File: config.mk
export PLATFORM = sky130hd
export DESIGN_NAME = mem_access
export DESIGN_NICKNAME = d
export VERILOG_FILES = /design/src/rtl/mem_access.sv
export SDC_FILE = /design/constraint.sdc
export NUM_CORES = 1
export LEC_CHECK = 0
export CAP_MARGIN = 20
export CORE_MARGIN = 3
export CORE_UTILIZATION = 40
export CTS_BUF_LIST = sky130_fd_sc_hd__clkbuf_2
export CTS_CLUSTER_SIZE = 12
export DETAILED_ROUTE_END_ITERATION = 16
export PLACE_DENSITY = 0.78
export SLEW_MARGIN = 20
export SYNTH_ARGS = -nofsm -noshare
export SYNTH_HDL_FRONTEND = slang
export SYNTH_SLANG_ARGS = --single-unit
File: constraint.sdc
create_clock -name clk -period 1.7 [get_ports clk]
set_input_delay 0.34 -clock clk [delete_from_list [all_inputs] [get_ports clk]]
set_output_delay 0.34 -clock clk [all_outputs]
set_load 0.1 [all_outputs]
File: src/rtl/mem_access.sv
// Load/store unit for the MEM stage: one RAM access at a time, with big-endian byte lanes and a ready timeout.
// Optional build macro MEM_ACCESS_ALIGN_CHECK_EN rejects misaligned half/word accesses without touching RAM.
module mem_access #(
  parameter int unsigned TIMEOUT = 255
) (
  input  logic        clk,
  input  logic        rst_n,
  input  logic        valid_ex_mem,
  input  logic        MemRead_ex_mem,
  input  logic        MemWrite_ex_mem,
  input  logic [1:0]  mem_size_ex_mem,
  input  logic        mem_unsigned_ex_mem,
  input  logic [31:0] alu_out_ex_mem,
  input  logic [31:0] rt_data_ex_mem,
  output logic        ram_req,
  output logic        ram_we,
  output logic [31:0] ram_addr,
  output logic [3:0]  ram_be,
  output logic [31:0] ram_wdata,
  input  logic        ram_ready,
  input  logic [31:0] ram_rdata,
  output logic [31:0] ram_read_data_mem,
  output logic        mem_stall,
  output logic        mem_bus_err,
  output logic        mem_misalign
);

  localparam int unsigned CNT_W = 8;
  localparam logic [1:0] IDLE   = 2'd0;
  localparam logic [1:0] ACCESS = 2'd1;
  localparam logic [1:0] DONE   = 2'd2;

  logic [1:0]       state, state_nxt;
  logic [CNT_W-1:0] wait_cnt;
  logic [1:0]       size_q, off_q;
  logic             uns_q, load_q;
  logic             req_c, misalign_c, timeout_c;
  logic [3:0]       be_c;
  logic [31:0]      wdata_c, lane_shift_c, load_c;
  logic [7:0]       byte_c;
  logic [15:0]      half_c;

  assign req_c = valid_ex_mem & (MemRead_ex_mem | MemWrite_ex_mem);

`ifdef MEM_ACCESS_ALIGN_CHECK_EN
  assign misalign_c = ((mem_size_ex_mem == 2'b01) & alu_out_ex_mem[0]) |
                      (mem_size_ex_mem[1] & (alu_out_ex_mem[1:0] != 2'b00));
`else
  assign misalign_c = 1'b0;
`endif

  // Store lane enables and replicated write data
  always_comb begin
    be_c    = 4'b1111;
    wdata_c = rt_data_ex_mem;
    case (mem_size_ex_mem)
      2'b00: begin
        be_c    = 4'b1000 >> alu_out_ex_mem[1:0];
        wdata_c = {4{rt_data_ex_mem[7:0]}};
      end
      2'b01: begin
        be_c    = alu_out_ex_mem[1] ? 4'b0011 : 4'b1100;
        wdata_c = {2{rt_data_ex_mem[15:0]}};
      end
      default: ;
    endcase
  end

  // Load lane select (offset 0 is the most significant byte) and extension
  assign lane_shift_c = ram_rdata >> {~off_q, 3'b000};
  assign byte_c       = lane_shift_c[7:0];
  assign half_c       = off_q[1] ? ram_rdata[15:0] : ram_rdata[31:16];

  always_comb begin
    case (size_q)
      2'b00:   load_c = {{24{~uns_q & byte_c[7]}}, byte_c};
      2'b01:   load_c = {{16{~uns_q & half_c[15]}}, half_c};
      default: load_c = ram_rdata;
    endcase
    if (!load_q) load_c = 32'h0;
  end

  always_ff @(posedge clk or negedge rst_n) begin
    if (!rst_n) state <= IDLE;
    else        state <= state_nxt;
  end

  // Next state and the combinational stall
  always_comb begin
    state_nxt = state;
    mem_stall = 1'b0;
    timeout_c = 1'b0;
    case (state)
      IDLE: begin
        if (req_c) begin
          mem_stall = 1'b1;
          state_nxt = misalign_c ? DONE : ACCESS;
        end
      end
      ACCESS: begin
        mem_stall = 1'b1;
        if (ram_ready) begin
          state_nxt = DONE;
        end else if (wait_cnt == CNT_W'(TIMEOUT - 1)) begin
          timeout_c = 1'b1;
          state_nxt = DONE;
        end
      end
      DONE:    state_nxt = IDLE;
      default: state_nxt = IDLE;
    endcase
  end

  // Request capture, RAM handshake and result registers
  always_ff @(posedge clk or negedge rst_n) begin
    if (!rst_n) begin
      wait_cnt          <= '0;
      size_q            <= 2'b00;
      off_q             <= 2'b00;
      uns_q             <= 1'b0;
      load_q            <= 1'b0;
      ram_req           <= 1'b0;
      ram_we            <= 1'b0;
      ram_addr          <= 32'h0;
      ram_be            <= 4'h0;
      ram_wdata         <= 32'h0;
      ram_read_data_mem <= 32'h0;
      mem_bus_err       <= 1'b0;
      mem_misalign      <= 1'b0;
    end else begin
      mem_bus_err  <= 1'b0;
      mem_misalign <= 1'b0;
      case (state)
        IDLE: begin
          if (req_c) begin
            wait_cnt  <= '0;
            size_q    <= mem_size_ex_mem;
            off_q     <= alu_out_ex_mem[1:0];
            uns_q     <= mem_unsigned_ex_mem;
            load_q    <= ~MemWrite_ex_mem;
            ram_addr  <= {alu_out_ex_mem[31:2], 2'b00};
            ram_be    <= be_c;
            ram_wdata <= wdata_c;
            ram_req   <= ~misalign_c;
            ram_we    <= MemWrite_ex_mem & ~misalign_c;
            if (misalign_c) begin
              mem_misalign      <= 1'b1;
              ram_read_data_mem <= 32'h0;
            end
          end
        end
        ACCESS: begin
          if (ram_ready) begin
            ram_req           <= 1'b0;
            ram_we            <= 1'b0;
            ram_read_data_mem <= load_c;
          end else if (timeout_c) begin
            ram_req           <= 1'b0;
            ram_we            <= 1'b0;
            mem_bus_err       <= 1'b1;
            ram_read_data_mem <= 32'h0;
          end else begin
            wait_cnt <= wait_cnt + CNT_W'(1);
          end
        end
        default: ;
      endcase
    end
  end

endmodule

-- Word-level counts from Yosys, hierarchy flattened
Index checks and enable logic that the tools add are counted.
- add/sub/neg operators: 1
- equality and inequality tests: 9
- shifts and indexed selects: 2
- multiplexer cells: 30
- bitwise logic cells: 7
- reduce and logical (&&, ||, !) cells: 10
- operators by type and width (kind ; number):
    one-hot mux 32 bit (2 select lines) ; 2
    2-to-1 mux 32 bit ; 3
    >> shifter 32 x 5 -> 8 bit ; 1
    2-to-1 mux 8 bit ; 3
    2-to-1 mux 16 bit ; 1
    one-hot mux 8 bit (2 select lines) ; 1
    2-to-1 mux 1 bit ; 11
    adder 8 x 1 -> 8 bit, second input constant ; 1
    equality test 8 bit, second input constant ; 1
    one-hot mux 4 bit (2 select lines) ; 1
    equality test 2 x 1 -> 1 bit, second input constant ; 3
    zero test 2 bit ; 3
    2-to-1 mux 2 bit ; 3
    inequality test 2 bit, second input constant ; 3
    inequality test 3 bit, second input constant ; 2
    one-hot mux 1 bit (2 select lines) ; 3
    AND reduction 2 bit ; 3
    2-to-1 mux 4 bit ; 1
    one-hot mux 2 bit (2 select lines) ; 1
    AND reduction 4 bit ; 1
    nonzero test 2 bit ; 2
    >> shifter 4 x 2 -> 4 bit, first input constant ; 1
    AND 1 bit ; 3
    AND reduction 3 bit ; 1
    other kinds (3) ; 4
- register bits: 117
- output and inout bits: 105

-- Depth between registers and ports, before layout
Gate-level depths: netlist of the first run.
- word-level depth: 7
- mapped depth: 7

-- Worst setup path after synthesis of the first run
OpenSTA, ideal clock, no wires.
- path type: input-to-reg
- from: input port MemWrite_ex_mem
- to: register ram_we
- setup time: 0.123 ns
- arrival: 2.403 ns
- slack: -0.826 ns
- stages on the path: 4
- cell sequence: o21ai_0 > a21oi_1 > nand2_1 > a22o_1
- word-level cells in the longest chain between the ends: 4
- RTL lines (element ; RTL line ; text):
    from (decl) ; 10 ; input logic MemWrite_ex_mem,
    bitwise OR 1 bit ; 43 ; assign req_c = valid_ex_mem & (MemRead_ex_mem | MemWrite_ex_mem);
    AND 1 bit ; 43 ;
    inequality test 2 bit (no line) ; -- ;
    AND reduction 3 bit (no line) ; -- ;
    to (signal assigned) ; 145 ; ram_we <= MemWrite_ex_mem & ~misalign_c;
    to (decl) ; 16 ; output logic ram_we,
Parallel ways exist; a longest one is shown, timed or not. The select of a mux whose other input is x is not followed.
A chain may end at the register's enable or synchronous reset.

-- Final worst setup path of the first run
- from: register state[0]
- to: output port mem_stall
- word-level cells in the longest chain between the ends: 2
- RTL lines (element ; RTL line ; text):
    from (decl) ; 33 ; logic [1:0] state, state_nxt;
    from (signal assigned) ; 85 ; else state <= state_nxt;
    equality test 2 x 1 -> 1 bit / zero test 2 bit (equally long branches) ; 93 ; case (state)
    one-hot mux 1 bit (2 select lines) * ; 93 ;
    to (decl) ; 23 ; output logic mem_stall,
Mark *: on every way between the ends. The rest lies on a longest branch, timed or not.

==> results of run 1 <==
-- worst paths after layout --
path                       slack (ns)               endpoint          startpoint
setup / recovery                -0.23              mem_stall            state[0]
hold / removal                   0.16           ram_addr[17]  alu_out_ex_mem[17]
setup reg to reg                -0.16           ram_addr[28]            state[1]
hold reg to reg                  0.55            wait_cnt[7]         wait_cnt[7]
max in group asynchronous        0.89  ram_read_data_mem[31]               rst_n
min in group asynchronous        0.20   ram_read_data_mem[6]               rst_n
-- cell families (layout without fill, tap and decap cells) --
kind of cell / count (synthesis) / count (layout) / share of synthesized area [%]
adder cells (fa/ha/maj): 2 / 2 / 0.4704
AO/OA/AOI/OAI: 124 / 124 / 16.96
XOR/XNOR: 1 / 1 / 0.1647
multiplexers: 36 / 36 / 7.104
other: 1 / 3 / 0.07050
buffers and inverters: 44 / 343 / 4.046
flip-flops: 117 / 117 / 55.05
AND/OR/NAND/NOR: 210 / 210 / 16.14
-- Yosys cell counts, types with 4 or more instances --
cell,number
o2bb2ai_1,12
a21oi_1,19
o21a_1,6
clkbuf_1,23
dfrtp_1,117
buf_2,4
o21ai_0,42
a221o_2,6
o211ai_1,4
buf_4,6
inv_1,7
a222oi_1,5
a32o_1,4
a221o_1,10
nor2_1,16
mux2i_1,28
nand2_1,164
nand3_1,6
nand2b_1,5
nor3_1,6
mux2_2,6
-- what timing repair did --
action,CTS,global route
pin swaps,3,12
gates resized for setup,9,52
hold endpoints to repair,117,0
hold buffers,2,0
endpoints found under the setup margin,106,140
cloned,0,6
buffers inserted,21,19
-- state kept, by name, summed over array words and instances, names as in the netlist --
register           flops
wait_cnt               8
ram_addr              30
size_q                 2
ram_req                1
ram_read_data_mem     32
ram_wdata             32
uns_q                  1
load_q                 1
state                  2
ram_we                 1
ram_be                 4
off_q                  2
mem_bus_err            1
-- per-layer routing --
metal  share of wire, %  track usage (%)
met1                 39            28.66
met2                 50            40.07
met3                7.8            8.298
met4                3.4            10.50
met5              0.064                0
-- critical path, cell delays in order, from the launching register on --
cell     delay (ns)
dfrtp_1        0.39
buf_6          0.12
inv_4          0.03
a21oi_4        0.17
buf_12         0.19
-- area by class of cell --
class / count / area (µm²)
inverter: 7 / 28.78
sequential: 117 / 2932
timing repair buffer: 307 / 4098
multi-input combinational: 376 / 2315
clock inverter: 10 / 67.56
clock buffer: 19 / 95.09
tap: 172 / 215.2
fill: 838 / 3074
-- power by group through the flow --
stage	clock network [mW]	logic, mW	registers, mW
3_3_place_gp	0	13.0	4.81
5_1_grt	1.64	14.3	4.90
4_1_cts	1.53	13.5	4.79
3_5_place_dp	0	13.2	4.86
6_report	1.48	13.9	4.79
2_1_floorplan	0	1.75	10.7
-- per-stage QoR --
step                TNS, ns  utilization [%]  setup slack [ns]  hold slack [ns]  cells
floorplan                 0                -          0.002021          0.04441    537
global placement     -27.17            70.25           -0.4600           0.1860    935
detailed placement   -32.85            70.25           -0.5918           0.1852    935
CTS                  -1.642            73.23           -0.3039          0.09313    987
global route         -15.04            76.03           -0.3478          0.09209   1008
finish               -4.951            76.03           -0.2284           0.1629   1008
-- cell usage in the layout, fill, tap and decap left out, types with 2 or more instances in the layout --
cell type,synthesis,routed
nand3_1,6,3
nand2b_1,5,5
o21a_1,6,6
nor3_2,0,4
and2b_1,2,2
mux2i_1,28,28
buf_6,3,7
buf_12,0,113
and3_1,2,2
o21ai_2,0,6
o21ai_0,42,21
dfrtp_2,0,3
buf_4,6,77
mux2_2,6,6
o211ai_1,4,4
a21o_1,2,2
a32o_1,4,3
a221o_2,6,6
clkinv_1,0,6
dlygate4sd3_1,0,2
a222oi_1,5,5
or3_1,3,2
clkbuf_2,0,19
a221o_1,10,10
inv_1,7,6
mux2_4,2,2
o2bb2ai_1,12,12
o31ai_1,2,2
nor2_1,16,14
o221ai_1,2,2
o21ai_1,2,17
clkbuf_16,0,4
dfrtp_1,117,114
clkinv_2,0,3
conb_1,1,3
a21oi_1,19,18
nand2_2,0,3
nand3_2,0,3
nand2_1,164,160
clkdlybuf4s50_1,0,103
==> metrics, run 1 <==
outcome finished, violations left; failing checks setup timing; share of the synthesized area in the top cell type about 55%; clock slew at reported path FFs around 0.16 ns; largest net degree at the start of global routing between 60 and 70; hold path cells 3; Max IR drop VDD about 1.4 mV; DR vias about 5300; FMAX around 520 MHz; Distinct cells, synth 48; Psw around 11 mW; Worst setup EP type primary output; share of layout cells above drive strength 1 32.89%; DIE AREA 14720 µm²; CTS tree yes; cell internal pwr approximately 9.4 mW; sw frac 53.46%; syn_area_per_cell roughly 9.9 µm²; sequential-to-total area share from yosys stat 55.05%; crit path kind register to primary output; Final WS setup -0.2284 ns; fin crit period 1.928 ns; Root Driver clkbuf_2; Final setup violation count 79; I/O Pins 210; Startpoint Class register; Core Area 12820 µm²; Pwr Density 2066 nW/µm²; combinational fraction of design power 68.9%; post-DP HPWL around 13000 µm; Worst EP arrival about 1.6 ns; data required time of the worst path between 1 and 1.5 ns; EDFF count, synth 0; Gate Count Post-Synth ~540; final worst-path cycle share 113.4%; RD Place Congestion 0.9698; asr flop ratio synth 100.0%; Hold Crit Class input port to register; Max clock buf depth 2; drt initial violations between 400 and 500; crit path max fanout 2; YS warnings 0; first-pass GRT wire length roughly 28000 µm; # rows 41; H-tree levels 4; TritonRoute pass-1 iters 7; vias in the first global route about 5300; Top FF cell, synth dfrtp_1; Slew Viols, Final 0; final instance area roughly 10000 µm²; die height 121.3 µm; Yosys top cell by area dfrtp_1; DR vias/cell about 5.2; post-route ant nets 0; Avg WL per Cell ~19 µm; DR DRC count 0; Clk network pwr share between 7 and 8%; initial core utilization roughly two fifths; GRT Residual Overflow 0; PortBufs 206; Synth-to-Final Area Change 83.32%; CTS buffer count 17; Fin. Hold Viols 0; DP Area 9010 µm²; Mapped Area between 5000 and 6000 µm²; path depth of the worst reg2reg path 8; synth top area cells dfrtp_1, nand2_1, mux2i_1, o21ai_0, o2bb2ai_1; Die W about 120 µm; later-pin clock latency in the skew report roughly 0.7 ns; synthesized flop and latch total 117; gr usage total about 24%; Power Total between 20 and 25 mW; Reg power frac around a quarter; number of antenna violations at the first check in global routing 1; P_leak between 4 and 5 nW; Max Cap Viol 0; Post-Route WL between 15000 and 20000 µm; RSZ-0062 raised after global routing yes; Antenna diodes 0; clock sinks around 120; Worst Skew 0.02484 ns; Net count, final around 930
(Power assumes the default switching activity.)
==> run 2, diff against run 1 <==
--- a/config.mk
+++ b/config.mk
@@ -6,6 +6,7 @@
 export NUM_CORES = 1
 export LEC_CHECK = 0
 export CAP_MARGIN = 20
+export CORE_ASPECT_RATIO = 1.5
 export CORE_MARGIN = 3
 export CORE_UTILIZATION = 40
 export CTS_BUF_LIST = sky130_fd_sc_hd__clkbuf_2
==> run 2 against run 1 <==
The flow still finishes with violations (setup timing); highest routed layer is now met4; via count rose by 2.1%; first-iteration DRC count fell by 34%; flip-flop and latch count did not move; final cell count fell by 1.9%; combinational power barely moved; clock skew rose by 0.014 ns; non-clock buffer count fell by 8; sequential power barely moved; register-to-register slack improved by 0.05 ns; largest cell class unchanged; die area rose by 0.19%.
==> metrics, run 2 (synthesized netlist as in run 1, its figures left out) <==
commonest non-fill, non-tap cell in the layout nand2_1; GRT Residual Overflow 0; final worst-path cycle share 110.0%; RSZ-0062 raised after global routing yes; DIE AREA 14750 µm²; Placed Cells ~920; vias in the first global route between 5000 and 6000; drt initial violations between 200 and 300; Net count, final between 900 and 1000; Core Area about 13000 µm²; Slowest-stage cell, CP dfrtp_1; Pwr Density around 2100 nW/µm²; fin crit period 1.870 ns; # rows roughly 50; Root Driver clkbuf_2; Max IR drop VDD 1.285 mV; initial core utilization about two fifths; TritonRoute pass-1 iters 5; WP buf/inv 3; most frequent cells in the layout nand2_1, dfrtp_1, buf_12, clkdlybuf4s50_1, buf_4; Max clock buf depth 2; DR DRC count 0; failing checks setup timing; Worst Skew slightly below 0.04 ns; first-pass GRT wire length approximately 28000 µm; Worst EP arrival about 1.5 ns; post-placement setup slack -0.6075 ns; crit path max fanout 2; Power Total 20.83 mW; post-route ant nets 0; Post-Route WL roughly 20000 µm; largest net degree at the start of global routing 68; Synth-to-Final Area Change 85.06%; Avg WL per Cell roughly 20 µm; DP Area ~9000 µm²; Hold Crit Class input port to async pin; DR vias/cell ~5.5; Finished Layout Cells approximately 990; CTS buffer count 17; DR vias 5400; RD Place Congestion ~0.89; Final setup violation count about 90; Max stage delay on crit path 0.40 ns; gr usage total between 20% and 30%; Final WS setup -0.1699 ns; share of layout cells above drive strength 1 between 30% and 40%; data required time of the worst path roughly 1.4 ns; WHS around 0.16 ns; clock slew at reported path FFs roughly 0.19 ns; H-tree levels 4; Slew Viols, Final 0; Antenna diodes 0; Die W between 100 and 150 µm; Fin. Hold Viols 0; Largest regs ram_read_data_mem: 32 flops, ram_wdata: 32 flops, ram_addr: 30 flops; post-DP HPWL 13620 µm; filler cell count in the final layout between 800 and 900; outcome finished, violations left; critical-path cell list buf_6 > inv_4 > a21oi_4 > buf_12; PortBufs 206; final instance area about 10000 µm²; die height 147.2 µm; P_leak roughly 4.6 nW; I/O Pins 210; delay-heaviest family, CP flip-flops; CTS tree yes; number of antenna violations at the first check in global routing 0; Max Cap Viol 0; FMAX approximately 530 MHz; Worst setup EP type primary output; later-pin clock latency in the skew report ~0.66 ns; clock sinks between 100 and 150; Startpoint Class register; crit path kind register to primary output
[run 2: cell count changes in the layout (fill, tap and decap cells not counted), moves of 3 or more]
cell / before / now
clkinv_1: 6 / 2
o21ai_2: 6 / 3
bufinv_16: 1 / 4
buf_4: 77 / 62
o2bb2ai_1: 12 / 8
o2bb2ai_2: 0 / 4
o21ai_1: 17 / 24
buf_6: 7 / 16
o21ai_0: 21 / 15
[run 2: report_power, final]
part | internal (mW) | total, mW | switching [mW]
logic | 5.20 | 14.0 | 8.78
clock network | 0.962 | 2.02 | 1.06
registers | 3.72 | 4.82 | 1.10
total | 9.88 | 20.8 | 10.9
[run 2: what timing repair did]
action	4_1_cts	5_1_grt
endpoints found under the setup margin	81	128
gates cloned	0	8
pin swaps	4	18
endpoints found under the hold margin	117	0
hold buffers	1	0
gates resized for setup	12	69
setup buffers	19	10
[run 2: metal layers]
metal	wire length [µm]	GRT usage [%]	part of all wire (%)
met1	6854	26.58	34
met2	10790	42.40	54
met3	1446	7.648	7.3
met4	833	12.00	4.2
met5	0	0	0
[run 2: path summary, 6_finish.rpt]
| check | from | endpoint | slack [ns] | cells after the start |
|---|---|---|---|---|
| setup / recovery | state[0] | mem_stall | -0.17 | 4 |
| hold / removal | rst_n | ram_read_data_mem[22] | 0.16 | 2 |
| setup reg to reg | state[0] | wait_cnt[4] | -0.11 | 7 |
| hold reg to reg | ram_addr[3] | ram_addr[3] | 0.56 | 2 |
| max in group asynchronous | rst_n | off_q[0] | 0.88 | 3 |
| min in group clk | alu_out_ex_mem[24] | ram_addr[24] | 0.18 | 3 |
[run 2: area by class of cell]
cell class,count,area (µm²),area share (%)
Timing Repair Buffer,299,4061,41.26
Sequential cell,117,2933,29.80
Multi-Input combinational cell,376,2362,24.00
Tap cell,159,198.9,2.021
Clock inverter,11,158.9,1.614
Clock buffer,20,100.1,1.017
Inverter,7,28.78,0.2924
[run 2: metrics by stage]
stage	utilization, %	TNS [ns]
after floorplan	-	0
final	75.62	-3.229
after global routing	75.62	-9.606
after CTS	72.46	-0.8785
after detailed placement	68.94	-39.26
after global placement	68.94	-35.07
